===== config.mk =====
export PLATFORM = sky130hd
export DESIGN_NAME = nor2_b_unit
export DESIGN_NICKNAME = d
export VERILOG_FILES = /design/src/rtl/nor2_b_pkg.sv /design/src/rtl/nor2_b_popcount.sv /design/src/rtl/nor2_b_unit.sv
export SDC_FILE = /design/constraint.sdc
export NUM_CORES = 1
export LEC_CHECK = 0
export BUFFER_PORTS_ARGS = -buffer_cell sky130_fd_sc_hd__clkbuf_2
export CAP_MARGIN = 20
export CORE_ASPECT_RATIO = 1.2
export CORE_UTILIZATION = 45
export CTS_BUF_LIST = sky130_fd_sc_hd__clkbuf_8
export DETAILED_ROUTE_END_ITERATION = 7
export PLACE_DENSITY = 0.76
export SLEW_MARGIN = 20
export SYNTH_ARGS = -nofsm -noshare
export SYNTH_HDL_FRONTEND = slang
export SYNTH_SLANG_ARGS = --single-unit

===== constraint.sdc =====
create_clock -name clk -period 5.3 [get_ports clk]
set_input_delay 1.59 -clock clk [delete_from_list [all_inputs] [get_ports clk]]
set_output_delay 1.59 -clock clk [all_outputs]
set_load 0.01 [all_outputs]

===== src/rtl/nor2_b_pkg.sv =====
// Shared constants and helpers for the nor2_b_unit registered NOR stage.
package nor2_b_pkg;

    localparam int DEFAULT_WIDTH = 1;
    localparam int DEFAULT_CNT_W = 16;

    // Width needed to hold a ones count of 0..w inclusive.
    function automatic int ones_w(input int w);
        return $clog2(w + 1);
    endfunction

endpackage


===== src/rtl/nor2_b_popcount.sv =====
// Purely combinational ones counter over a WIDTH-bit vector.
module nor2_b_popcount #(
    parameter int WIDTH = 1,
    parameter int OUT_W = 1
) (
    input  logic [WIDTH-1:0] data,
    output logic [OUT_W-1:0] count
);

    always_comb begin
        count = '0;
        for (int i = 0; i < WIDTH; i++) begin
            count = count + OUT_W'(data[i]);
        end
    end

endmodule


===== src/rtl/nor2_b_unit.sv =====
// WIDTH-lane registered NOR with ones statistics and a saturating evaluation counter.
// Defining NOR2_B_COMB_OUT_EN adds o_comb, the unregistered NOR result.
module nor2_b_unit
    import nor2_b_pkg::*;
#(
    parameter int WIDTH = DEFAULT_WIDTH,
    parameter int CNT_W = DEFAULT_CNT_W,
    localparam int ONES_W = ones_w(WIDTH)
) (
    input  logic              clk,
    input  logic              rst,
    input  logic              in_valid,
    input  logic [WIDTH-1:0]  a,
    input  logic [WIDTH-1:0]  b,
    output logic              out_valid,
    output logic [WIDTH-1:0]  o,
    output logic [ONES_W-1:0] o_ones,
    output logic              o_all_ones,
    output logic [CNT_W-1:0]  eval_count
`ifdef NOR2_B_COMB_OUT_EN
    ,
    output logic [WIDTH-1:0]  o_comb
`endif
);

    // Handshake: in_valid qualifies a/b at a rising edge and is always accepted
    // (no ready); out_valid pulses high for the one cycle after each acceptance.
    logic [WIDTH-1:0]  nor_res;
    logic [ONES_W-1:0] ones_comb;

    logic              out_valid_q, out_valid_d;
    logic [WIDTH-1:0]  o_q, o_d;
    logic [ONES_W-1:0] o_ones_q, o_ones_d;
    logic              o_all_ones_q, o_all_ones_d;
    logic [CNT_W-1:0]  eval_count_q, eval_count_d;

    assign nor_res = ~(a | b);

    nor2_b_popcount #(
        .WIDTH (WIDTH),
        .OUT_W (ONES_W)
    ) u_popcount (
        .data  (nor_res),
        .count (ones_comb)
    );

    always_comb begin
        out_valid_d  = in_valid;
        o_d          = o_q;
        o_ones_d     = o_ones_q;
        o_all_ones_d = o_all_ones_q;
        eval_count_d = eval_count_q;
        if (in_valid) begin
            // All three result fields load together so they never disagree.
            o_d          = nor_res;
            o_ones_d     = ones_comb;
            o_all_ones_d = &nor_res;
            if (eval_count_q != {CNT_W{1'b1}}) begin
                eval_count_d = eval_count_q + CNT_W'(1);
            end
        end
    end

    always_ff @(posedge clk) begin
        if (rst) begin
            out_valid_q  <= 1'b0;
            o_q          <= '0;
            o_ones_q     <= '0;
            o_all_ones_q <= 1'b0;
            eval_count_q <= '0;
        end else begin
            out_valid_q  <= out_valid_d;
            o_q          <= o_d;
            o_ones_q     <= o_ones_d;
            o_all_ones_q <= o_all_ones_d;
            eval_count_q <= eval_count_d;
        end
    end

    assign out_valid  = out_valid_q;
    assign o          = o_q;
    assign o_ones     = o_ones_q;
    assign o_all_ones = o_all_ones_q;
    assign eval_count = eval_count_q;

`ifdef NOR2_B_COMB_OUT_EN
    assign o_comb = nor_res;
`endif

endmodule


==> results.rst, run 1 <==
.. list-table::
   :header-rows: 1

   * - Metric
     - Value
   * - Leakage dissipation
     - 0.433 nW
   * - Number of vias after detailed routing
     - 841
   * - IR drop worst, VDD
     - 0.000146 V
   * - Netlist cell types
     - 31
   * - Most area-hungry cell type in the Yosys netlist
     - sky130_fd_sc_hd__dfxtp_1
   * - Initial antenna violation count
     - 0
   * - Remaining antenna violation count
     - 0
   * - Area of the die
     - 2240 um^2
   * - IO Count
     - 25
   * - Number of max-capacitance violations reported
     - 0
   * - Area grow syn2layout
     - 17.7%
   * - DR pass1 iterations
     - 7
   * - Mean number of vias per cell
     - 5.72
   * - Number of remaining DRC errors
     - 6
   * - Most frequent cell after synthesis
     - sky130_fd_sc_hd__dfxtp_1
   * - Internal Pwr Total
     - 209 uW
   * - Total power divided by cell area
     - 243 nW/um^2
   * - Commonest register cell after synthesis
     - sky130_fd_sc_hd__dfxtp_1
   * - Die Width
     - 43.4 um
   * - Skew final
     - 0.00237 ns
   * - Most common library cells after synthesis
     - 18 x sky130_fd_sc_hd__dfxtp_1, 14 x sky130_fd_sc_hd__nor2_1, 8 x sky130_fd_sc_hd__a21oi_1
   * - Class of the most critical hold timing path
     - reg -> reg
   * - HPWL after detailed placement
     - 1300 um
   * - Critical-path cell with the highest stage delay
     - sky130_fd_sc_hd__or4_4
   * - Launch point of the critical path
     - in_valid
   * - Setup Viol. Count Final
     - 0
   * - Wire length of the first global-routing pass
     - 2990 um
   * - Final period utilization
     - 51.7%
   * - Non-filler cells in the finished layout
     - 147
   * - Row Count
     - 17
   * - Die H
     - 51.7 um
   * - Routed wire per std cell
     - 12.5 um
   * - Switching power summed over all nets
     - 55.6 uW
   * - Remaining max-slew budget at the tightest pin
     - 58.6%
   * - Number of levels the H-tree was split into
     - 1
   * - Worst Path Required
     - 5.48 ns
   * - Fin Hold WS
     - 0.529 ns
   * - Cells along the critical path
     - clkbuf_2 -> nand3_1 -> or4_4 -> or3_1 -> a21oi_1
   * - Port Buffers
     - 24
   * - Origin of the worst min-delay path
     - eval_count[15]
   * - TritonCTS clock tree
     - yes
   * - Highest attainable clock frequency
     - 365 MHz
   * - Family of cells with the greatest summed delay on the critical path
     - simple AND/OR/NAND/NOR gates
   * - Post-synth top area share
     - 39.0%
   * - Number of max-slew violations in the final report
     - 0
   * - Failing checks
     - DRC
   * - Synthesized area divided by synthesized cell count
     - 8.64 um^2
   * - Number of placed cells counting well taps
     - 143
   * - Tightest Pin Transition
     - 0.613 ns
   * - RSZ-0062 raised after global routing
     - false
   * - Mapped cell area
     - 925 um^2
   * - Type of element capturing the critical path
     - flop
   * - Number of synthesized flops with an enable pin
     - 0
   * - Status
     - finished, violations left
   * - Vias in the first global route
     - 683
   * - Launching element type of the critical path
     - input port
   * - Count of buffer and inverter cells on the critical path
     - 1
   * - Gate count after technology mapping
     - 107
   * - Portion of total power attributed to sequential cells
     - 53.0%
   * - Fraction of final layout cells sized beyond drive strength 1
     - 28.9%
   * - Minimum period implied by the final worst setup slack
     - 2.74 ns
   * - Count of hold buffers inserted by post-cts repair
     - 0
   * - Post-CTS Setup Bufs
     - 0
   * - Core Region
     - 1890 um^2
   * - Initial DRC Count
     - 29
   * - Total number of yosys warnings
     - 0
   * - Logic pwr share
     - 5.2%
   * - Hold violation count in the final report
     - 0
   * - Clock-pin slew of the registers on the worst-case setup and hold paths
     - 0.07 ns
   * - Flip-flop and latch count after synthesis
     - 18
   * - Design Power
     - 265 uW
   * - Final net count
     - 135
   * - Total clock sinks
     - 18
   * - WP data arrival
     - 2.92 ns
   * - Global-route congestion overflow total
     - 0
   * - Reg-to-reg startpoint
     - eval_count[12]
   * - Nets in the synthesized netlist
     - 113
   * - Maximum number of pins on one net before global-route repair
     - 20
   * - All-layer global routing usage
     - 17.6%
   * - Number of diodes added for antenna fixing
     - 0
   * - Clk buf depth
     - 2
   * - Cell types with the largest area share after synthesis
     - sky130_fd_sc_hd__dfxtp_1 39%, sky130_fd_sc_hd__nor2_1 5.7%, sky130_fd_sc_hd__nand4_4 4.6%, sky130_fd_sc_hd__a21oi_1 4.3%, sky130_fd_sc_hd__nor3_1 3.8%
   * - Post-CTS Resized
     - 0
   * - Net Sw Frac
     - 21.0%
   * - Worst path max stage delay
     - 0.56 ns
   * - Number of CTS-inserted buffers
     - 3
   * - RePlAce Congestion
     - 0.838
   * - Fill cell count
     - 165
   * - Crit path kind
     - in -> reg
   * - Routed Wire Length
     - 1840 um
   * - Sequential fraction of the synthesis area
     - 39.0%
   * - Final total negative setup slack
     - 0 ns
   * - Clk network pwr share
     - 41.8%
   * - Starting density of the core
     - 48.8%
   * - Maximum fanout encountered on the critical timing path
     - 8
   * - CTS root buf
     - sky130_fd_sc_hd__clkbuf_8
   * - Clock insertion delay at the later pin of the skew report
     - 0.25 ns
   * - Share of synthesized flip-flops with an asynchronous set or reset
     - 0%
## registers in the layout, summed over array words and instances, names as in the netlist
| register | flops |
|---|---|
| out_valid | 1 |
| o_all_ones | 1 |
| eval_count | 16 |
## kinds of logic after synthesis
family          after synthesis  synth area share (%)
compound gates               22                  15.0
fa+ha+maj                     1                  1.35
mux                           4                  4.47
buf+inv                      10                  5.01
xor+xnor                      1                 0.947
simple gates                 51                  34.2
flops                        18                  39.0
## routing by layer
metal	wire length [um]	vias up	GRT usage, %
met5	0	-	0
met4	17	0	7.81
met3	69	2	2.08
met2	868	21	28.0
met1	881	380	23.6
li1	-	438	-
## through the flow
step,instance area (um^2),utilization [%],worst slack (ns)
2_1_floorplan,925,-,2.40
3_3_place_gp,1030,54.6,2.35
3_5_place_dp,1030,54.6,2.32
4_1_cts,1090,57.5,2.58
5_1_grt,1090,57.5,2.48
6_report,1090,57.5,2.56
## layout by cell type (no fill, tap or decap), types with 3 or more instances in the layout
cell and instances:
sky130_fd_sc_hd__a21oi_1 8, sky130_fd_sc_hd__clkbuf_2 24, sky130_fd_sc_hd__clkbuf_8 4, sky130_fd_sc_hd__dfxtp_1 18
sky130_fd_sc_hd__inv_1 3, sky130_fd_sc_hd__mux2i_1 3, sky130_fd_sc_hd__nand2_1 3, sky130_fd_sc_hd__nand3_1 6
sky130_fd_sc_hd__nand4_1 3, sky130_fd_sc_hd__nor2_1 14, sky130_fd_sc_hd__nor3_1 7, sky130_fd_sc_hd__nor4_1 3
sky130_fd_sc_hd__o21ai_0 4, sky130_fd_sc_hd__o31ai_1 4, sky130_fd_sc_hd__or2_2 3
## power groups by stage
stage                     registers (mW)  logic, mW  clock network (mW)
after floorplan                    0.144    0.00847                   0
after global placement             0.143     0.0134                   0
after detailed placement           0.143     0.0138                   0
after CTS                          0.140     0.0139               0.114
after global routing               0.140     0.0150               0.119
final                              0.140     0.0138               0.111
## final timing paths
path | endpoint | slack (ns) | cells after the start
setup / recovery | eval_count[13] | 2.56 | 5
hold / removal | eval_count[15] | 0.53 | 1
setup reg to reg | eval_count[1] | 3.36 | 4
hold reg to reg | eval_count[15] | 0.53 | 1
## cell type report
class / instances / area [um^2] / area share (%)
clock buffers: 4 / 55.1 / 5.06
inverters: 3 / 11.3 / 1.03
flip-flops and latches: 18 / 360 / 33.1
multi-input cells: 79 / 518 / 47.6
well taps: 19 / 23.8 / 2.18
repair buffers: 24 / 120 / 11.0
Note: power is estimated with default switching activity, not from simulation.
==> run 2: changes to the inputs <==
PLACE_DENSITY = 0.79   (was 0.76)
clock period = 2.3 ns   (was 5.3 ns; I/O delays follow)
==> run 2 against run 1 <==
The run still ends with DRC left. First-iteration DRC count fell by 31%. Non-clock buffer count up 1. Sequential share of layout area is 0.23 points lower. Utilization is 0.40 points higher. Critical path type is now reg -> reg. Largest cell class unchanged.
==> results.rst, run 2 (same netlist as run 1, synthesis figures left out) <==
.. list-table::
   :header-rows: 1

   * - Metric
     - Value
   * - Total clock sinks
     - 18 (unchanged)
   * - Wire length of the first global-routing pass
     - 3320 um (+11%)
   * - Type of element capturing the critical path
     - flop
   * - Remaining antenna violation count
     - 0 (unchanged)
   * - Highest attainable clock frequency
     - 520 MHz
   * - Number of cells on the worst reg-to-reg path
     - 4 (unchanged)
   * - Most frequent standard cell in the layout excluding fill and tap cells
     - sky130_fd_sc_hd__clkbuf_2
   * - Area grow syn2layout
     - 18.5%
   * - Met3 Track Usage GR
     - 3.47% (+1.4 points)
   * - Total power divided by cell area
     - 565 nW/um^2 (+130%)
   * - Number of max-slew violations in the final report
     - 0 (unchanged)
   * - Number of diodes added for antenna fixing
     - 0 (unchanged)
   * - Number of levels the H-tree was split into
     - 1 (unchanged)
   * - Family of cells with the greatest summed delay on the critical path
     - compound AO/OA/AOI/OAI gates
   * - IR drop worst, VDD
     - 0.000323 V (+120%)
   * - Die H
     - 51.7 um (unchanged)
   * - Maximum number of pins on one net before global-route repair
     - 20 (unchanged)
   * - Post-CTS Resized
     - 0 (unchanged)
   * - Finished Core Util
     - 57.9% (+0.40 points)
   * - Met2 usage in global routing
     - 30.3% (+2.3 points)
   * - Origin of the worst min-delay path
     - eval_count[15]
   * - Count of buffer and inverter cells on the critical path
     - 0 (-1)
   * - Switching power summed over all nets
     - 137 uW (+150%)
   * - Maximum fanout encountered on the critical timing path
     - 8 (unchanged)
   * - Post-CTS Setup Bufs
     - 0 (unchanged)
   * - Clock-pin slew of the registers on the worst-case setup and hold paths
     - 0.07 ns (about the same)
   * - Initial antenna violation count
     - 0 (unchanged)
   * - Leakage dissipation
     - 0.437 nW (+0.96%)
   * - Fraction of final layout cells sized beyond drive strength 1
     - 29.5% (+0.55 points)
   * - Worst-case register-to-register setup slack
     - 0.38 ns (-2.98 ns)
   * - Commonest non-fill, non-tap cells in the layout
     - 24 x sky130_fd_sc_hd__clkbuf_2, 18 x sky130_fd_sc_hd__dfxtp_1, 14 x sky130_fd_sc_hd__nor2_1
   * - Starting density of the core
     - 48.8% (unchanged)
   * - Hold depth
     - 1 (unchanged)
   * - Crit path kind
     - reg -> reg
   * - Worst Path Required
     - 2.44 ns (-3.04 ns)
   * - Vias in the first global route
     - 755 (+11%)
   * - Die Width
     - 43.4 um (unchanged)
   * - Final net count
     - 136 (+0.74%)
   * - Skew final
     - 0.00210 ns (-0.000263 ns)
   * - Count of hold buffers inserted by post-cts repair
     - 0 (unchanged)
   * - Reg-to-Reg End
     - eval_count[1]
   * - WP data arrival
     - 2.07 ns (-0.85 ns)
   * - HPWL after detailed placement
     - 1410 um (+8.6%)
   * - Remaining max-slew budget at the tightest pin
     - 60.1% (+1.5 points)
   * - Internal Pwr Total
     - 483 uW (+130%)
   * - Status
     - finished, violations left
   * - Number of max-capacitance violations reported
     - 0 (unchanged)
   * - Area of the die
     - 2240 um^2 (unchanged)
   * - All-layer global routing usage
     - 19.7% (+2.1 points)
   * - Routed Wire Length
     - 2000 um (+8.8%)
   * - Net Sw Frac
     - 22.1% (+1.1 points)
   * - Number of flip-flops under the largest register name
     - 16 (unchanged)
   * - Core Region
     - 1890 um^2 (unchanged)
   * - Number of remaining DRC errors
     - 2 (-4)
   * - Design Power
     - 619 uW (+130%)
   * - Clk buf depth
     - 2 (unchanged)
   * - Clk network pwr share
     - 42.6% (+0.8 points)
   * - Met1 GRT Util
     - 25.3% (+1.7 points)
   * - Clock insertion delay at the later pin of the skew report
     - 0.26 ns (about the same)
   * - Reg-to-reg startpoint
     - eval_count[12]
   * - Port Buffers
     - 24 (unchanged)
   * - Minimum period implied by the final worst setup slack
     - 1.92 ns
   * - Most utilized layer in the global route result
     - met2
   * - CTS root buf
     - sky130_fd_sc_hd__clkbuf_8
   * - IO Count
     - 25 (unchanged)
   * - TritonCTS clock tree
     - yes
   * - Class of the most critical hold timing path
     - reg -> reg
   * - Row Count
     - 17 (unchanged)
   * - Critical-path cell with the highest stage delay
     - sky130_fd_sc_hd__o41ai_1
   * - Routed wire per std cell
     - 13.5 um (+8.0%)
   * - Launch point of the critical path
     - eval_count[12]
   * - RePlAce Congestion
     - 0.836 (-0.32%)
   * - Cells along the critical path
     - nand4_1 -> o41ai_1 -> mux2i_1 -> nor2_1
   * - Mean number of vias per cell
     - 5.97 (+4.4%)
   * - Final total negative setup slack
     - 0 ns (unchanged)
   * - DR pass1 iterations
     - 6 (-1)
   * - Worst path max stage delay
     - 0.69 ns (+0.13 ns)
   * - Worst hold endpoint
     - eval_count[15]
   * - Logic pwr share
     - 5.1% (about the same)
   * - Initial DRC Count
     - 20 (-31%)
   * - Portion of total power attributed to sequential cells
     - 52.3% (-0.7 points)
   * - Number of vias after detailed routing
     - 884 (+5.1%)
   * - Launching element type of the critical path
     - flop
   * - Global-route congestion overflow total
     - 0 (unchanged)
   * - Setup Viol. Count Final
     - 0 (unchanged)
   * - Failing checks
     - DRC
   * - Hold violation count in the final report
     - 0 (unchanged)
   * - Final period utilization
     - 83.7%
   * - Tightest Pin Transition
     - 0.591 ns (-0.0219 ns)
   * - RSZ-0062 raised after global routing
     - false
   * - Number of CTS-inserted buffers
     - 3 (unchanged)
==> run 2: power groups by stage <==
stage | combinational (mW) | sequential (mW) | clock [mW]
after floorplan | 0.0195 | 0.332 | 0
after global placement | 0.0309 | 0.330 | 0
after detailed placement | 0.0319 | 0.331 | 0
after CTS | 0.0322 | 0.324 | 0.266
after global routing | 0.0362 | 0.324 | 0.279
final | 0.0316 | 0.324 | 0.264
==> run 2: metal layers <==
| metal | wire [um] | vias to the layer above |
|---|---|---|
| met1 | 898 | 408 |
| li1 | - | 442 |
| met3 | 107 | 5 |
| met4 | 36 | 0 |
| met5 | 0 | - |
| met2 | 954 | 29 |
==> run 2: stage by stage <==
step                      area, um^2  hold slack (ns)  std cells  setup WS, ns
after floorplan                  925            0.533        107         0.295
after detailed placement        1040            0.516        144         0.191
after CTS                       1100            0.523        148         0.362
after global placement          1040            0.514        144         0.253
final                           1100            0.521        148         0.376
after global routing            1100            0.560        148         0.264
==> run 2: final cells by class <==
type	instances	area [um^2]
Fill cell	168	797
Multi-Input combinational cell	79	518
Sequential cell	18	360
Timing Repair Buffer	25	128
Clock buffer	4	55.1
Tap cell	19	23.8
Inverter	3	11.3
==> run 2: how the worst max path moves through the flow <==
stage,depth (start not counted),end,slack [ns]
floorplan,6,eval_count[11],0.30
global placement,5,eval_count[13],0.25
detailed placement,5,eval_count[13],0.19
CTS,4,eval_count[1],0.36
global route,4,eval_count[1],0.26
finish,4,eval_count[1],0.38
==> run 2: worst register-to-register path: cells and delay by family, from the launching register on <==
family             cells  cell delay [ns]
and+or+nand+nor        2             0.44
AOI/OAI and AO/OA      1             0.69
DFF                    1             0.43
muxes                  1             0.25
==> run 3: changes to the inputs <==
ABC_AREA = 1   (was default)
PLACE_DENSITY = 0.75   (was 0.79)
clock period = 1.8 ns   (was 2.3 ns; I/O delays follow)
==> run 3 against run 2 <==
The flow now finishes without violations. Register-to-register slack got worse by 0.15 ns. Clock-buffer cell count did not move. Sequential share of layout area is 1.9 points lower. Critical path type unchanged. Largest cell class unchanged. Largest power group unchanged.
==> results.rst, run 3 <==
.. list-table::
   :header-rows: 1

   * - Metric
     - Value
   * - Number of max-slew violations in the final report
     - 0 (unchanged)
   * - Mapped cell area
     - 987 um^2 (+6.8%)
   * - DR pass1 iterations
     - 4 (-2)
   * - Number of max-capacitance violations reported
     - 0 (unchanged)
   * - Die Width
     - 44.8 um (+3.2%)
   * - Netlist cell types
     - 15 (-52%)
   * - Skew final
     - 0.00256 ns (+0.000454 ns)
   * - Number of flip-flops under the largest register name
     - 16 (unchanged)
   * - Total clock sinks
     - 18 (unchanged)
   * - Initial antenna violation count
     - 0 (unchanged)
   * - Worst-case setup margin in the final layout
     - 0.228 ns (-0.148 ns)
   * - Clock-pin slew of the registers on the worst-case setup and hold paths
     - 0.07 ns (about the same)
   * - Finished Core Util
     - 56.1% (-1.8 points)
   * - Number of diodes added for antenna fixing
     - 0 (unchanged)
   * - Worst-case register-to-register setup slack
     - 0.23 ns (-0.15 ns)
   * - Design Power
     - 795 uW (+28%)
   * - Clock insertion delay at the later pin of the skew report
     - 0.26 ns (about the same)
   * - Non-filler cells in the finished layout
     - 211 (+43%)
   * - Synthesized area divided by synthesized cell count
     - 6.25 um^2 (-28%)
   * - All-layer global routing usage
     - 19.0% (-0.63 points)
   * - Routed wire per std cell
     - 9.73 um (-28%)
   * - Met1 GRT Util
     - 24.5% (-0.83 points)
   * - Die H
     - 53.3 um (+3.2%)
   * - HPWL after detailed placement
     - 1570 um (+11%)
   * - Switching power summed over all nets
     - 177 uW (+29%)
   * - Starting density of the core
     - 47.6% (-1.2 points)
   * - Commonest register cell after synthesis
     - sky130_fd_sc_hd__dfxtp_1
   * - Number of cells on the worst reg-to-reg path
     - 8 (+4)
   * - Most frequent standard cell in the layout excluding fill and tap cells
     - sky130_fd_sc_hd__nand2_1
   * - Hold depth
     - 2 (+1)
   * - Initial DRC Count
     - 16 (-20%)
   * - Nets in the synthesized netlist
     - 164 (+45%)
   * - Area grow syn2layout
     - 17.7%
   * - Sequential fraction of the synthesis area
     - 36.5% (-2.5 points)
   * - Status
     - complete, no violations
   * - Worst Path Required
     - 1.95 ns (-0.49 ns)
   * - Number of vias after detailed routing
     - 1,002 (+13%)
   * - TritonCTS clock tree
     - yes
   * - Vias in the first global route
     - 814 (+7.8%)
   * - Number of placed cells counting well taps
     - 207 (+44%)
   * - Highest attainable clock frequency
     - 636 MHz (+22%)
   * - Tightest Pin Transition
     - 0.507 ns (-0.0844 ns)
   * - Portion of total power attributed to sequential cells
     - 51.7% (-0.6 points)
   * - Final total negative setup slack
     - 0 ns (unchanged)
   * - Met2 usage in global routing
     - 31.6% (+1.3 points)
   * - Number of synthesized flops with an enable pin
     - 0 (unchanged)
   * - Final period utilization
     - 87.3% (+3.7 points)
   * - Post-synth top area share
     - 36.5% (-2.5 points)
   * - Clk network pwr share
     - 42.2% (-0.4 points)
   * - Post-Place Worst Slack
     - 0.209 ns (+0.0185 ns)
   * - Most area-hungry cell type in the Yosys netlist
     - sky130_fd_sc_hd__dfxtp_1
   * - Final std cell area, no fill
     - 1160 um^2 (+6.0%)
   * - Logic pwr share
     - 6.1% (+1.0 points)
   * - Remaining max-slew budget at the tightest pin
     - 66.2% (+6.1 points)
   * - Total power divided by cell area
     - 684 nW/um^2 (+21%)
   * - WP data arrival
     - 1.73 ns (-0.34 ns)
   * - Most utilized layer in the global route result
     - met2
   * - Setup Viol. Count Final
     - 0 (unchanged)
   * - Fin Hold WS
     - 0.478 ns (-0.0427 ns)
   * - Type of element capturing the critical path
     - flop
   * - Flip-flop and latch count after synthesis
     - 18 (unchanged)
   * - Maximum number of pins on one net before global-route repair
     - 21 (+5.0%)
   * - Routed Wire Length
     - 2050 um (+2.8%)
   * - CTS root buf
     - sky130_fd_sc_hd__clkbuf_8
   * - RePlAce Congestion
     - 0.786 (-6.0%)
   * - Reg-to-reg startpoint
     - eval_count[0]
   * - Standard cell area after detailed placement
     - 1100 um^2 (+5.9%)
   * - Launching element type of the critical path
     - flop
   * - Met3 Track Usage GR
     - 2.39% (-1.1 points)
   * - Port Buffers
     - 24 (unchanged)
   * - Hold violation count in the final report
     - 0 (unchanged)
   * - Internal Pwr Total
     - 618 uW (+28%)
   * - Origin of the worst min-delay path
     - rst
   * - Final net count
     - 188 (+38%)
   * - Number of CTS-inserted buffers
     - 3 (unchanged)
   * - Leakage dissipation
     - 0.579 nW (+33%)
   * - Fraction of final layout cells sized beyond drive strength 1
     - 19.9% (-9.6 points)
   * - Area of the die
     - 2390 um^2 (+6.5%)
   * - IO Count
     - 25 (unchanged)
   * - Mean number of vias per cell
     - 4.75 (-20%)
   * - Commonest non-fill, non-tap cells in the layout
     - 37 x sky130_fd_sc_hd__nand2_1, 32 x sky130_fd_sc_hd__nor2_1, 24 x sky130_fd_sc_hd__clkbuf_2
   * - Most frequent cell after synthesis
     - sky130_fd_sc_hd__nand2_1
   * - Total number of yosys warnings
     - 0 (unchanged)
   * - Minimum period implied by the final worst setup slack
     - 1.57 ns (-0.352 ns)
   * - Crit path kind
     - reg -> reg
   * - Global-route congestion overflow total
     - 0 (unchanged)
   * - Remaining antenna violation count
     - 0 (unchanged)
   * - Share of synthesized flip-flops with an asynchronous set or reset
     - 0% (unchanged)
   * - Cell types with the largest area share after synthesis
     - sky130_fd_sc_hd__dfxtp_1 37%, sky130_fd_sc_hd__nand2_1 14%, sky130_fd_sc_hd__nor2_1 12%, sky130_fd_sc_hd__nand3_1 10%, sky130_fd_sc_hd__inv_1 7.2%
   * - Worst hold endpoint
     - out_valid
   * - Number of levels the H-tree was split into
     - 1 (unchanged)
   * - Class of the most critical hold timing path
     - in -> reg
   * - Number of remaining DRC errors
     - 0 (-2)
   * - Reg-to-Reg End
     - eval_count[8]
   * - Clk buf depth
     - 2 (unchanged)
   * - Maximum fanout encountered on the critical timing path
     - 20 (+12)
   * - Count of hold buffers inserted by post-cts repair
     - 0 (unchanged)
   * - Gate count after technology mapping
     - 158 (+48%)
   * - RSZ-0062 raised after global routing
     - false
   * - Core Region
     - 2070 um^2 (+9.5%)
   * - Net Sw Frac
     - 22.2% (+0.16 points)
   * - IR drop worst, VDD
     - 0.000463 V (+43%)
   * - Wire length of the first global-routing pass
     - 3420 um (+2.9%)
   * - Row Count
     - 18 (+1)
   * - Most common library cells after synthesis
     - 37 x sky130_fd_sc_hd__nand2_1, 32 x sky130_fd_sc_hd__nor2_1, 20 x sky130_fd_sc_hd__nand3_1
[run 3: cells by family (layout without fill, tap and decap cells)]
group	Yosys count	after routing	share of synthesized area (%)
adder cells (fa/ha/maj)	1	1	1.27
AND/OR/NAND/NOR	100	100	43.2
buffers and inverters	25	48	11.9
AO/OA/AOI/OAI	14	14	7.10
flip-flops	18	18	36.5
[run 3: cell type report]
class                      instances  area, um^2
tap                               30        37.5
clock buffer                       4        55.1
inverter                          20        75.1
sequential                        18         360
multi-input combinational        115         514
fill                             221         910
timing repair buffer              24         120
[run 3: power by group through the flow]
stage	registers (mW)	clock network (mW)	logic (mW)
floorplan	0.422	0	0.0298
global placement	0.419	0	0.0477
detailed placement	0.420	0	0.0495
CTS	0.411	0.341	0.0497
global route	0.412	0.354	0.0552
finish	0.411	0.335	0.0488
[run 3: how the worst max path moves through the flow]
stage               slack [ns]          start        endpoint
floorplan                 0.36  eval_count[0]   eval_count[2]
global placement          0.25       in_valid  eval_count[10]
detailed placement        0.21  eval_count[0]   eval_count[8]
CTS                       0.19  eval_count[0]   eval_count[8]
global route              0.08  eval_count[0]   eval_count[2]
finish                    0.23  eval_count[0]   eval_count[8]
[run 3: worst max-delay path, stage by stage (launching register included)]
cell,delay (ns)
sky130_fd_sc_hd__dfxtp_1,0.41
sky130_fd_sc_hd__ha_1,0.22
sky130_fd_sc_hd__nand2_1,0.07
sky130_fd_sc_hd__nor2_2,0.13
sky130_fd_sc_hd__nand2_1,0.08
sky130_fd_sc_hd__nor2_2,0.15
sky130_fd_sc_hd__nand2_4,0.16
sky130_fd_sc_hd__a21oi_1,0.18
sky130_fd_sc_hd__nor2_1,0.06
[run 3: timing repair]
action / CTS / global route
buffers inserted: 0 / 0
endpoints found under the setup margin: 0 / 5
gates resized for setup: 0 / 1
[run 3: layer usage]
metal | part of all wire [%] | vias up
li1 | - | 535
met1 | 49 | 452
met2 | 47 | 13
met3 | 2.8 | 2
met4 | 1.3 | 0
met5 | 0 | -
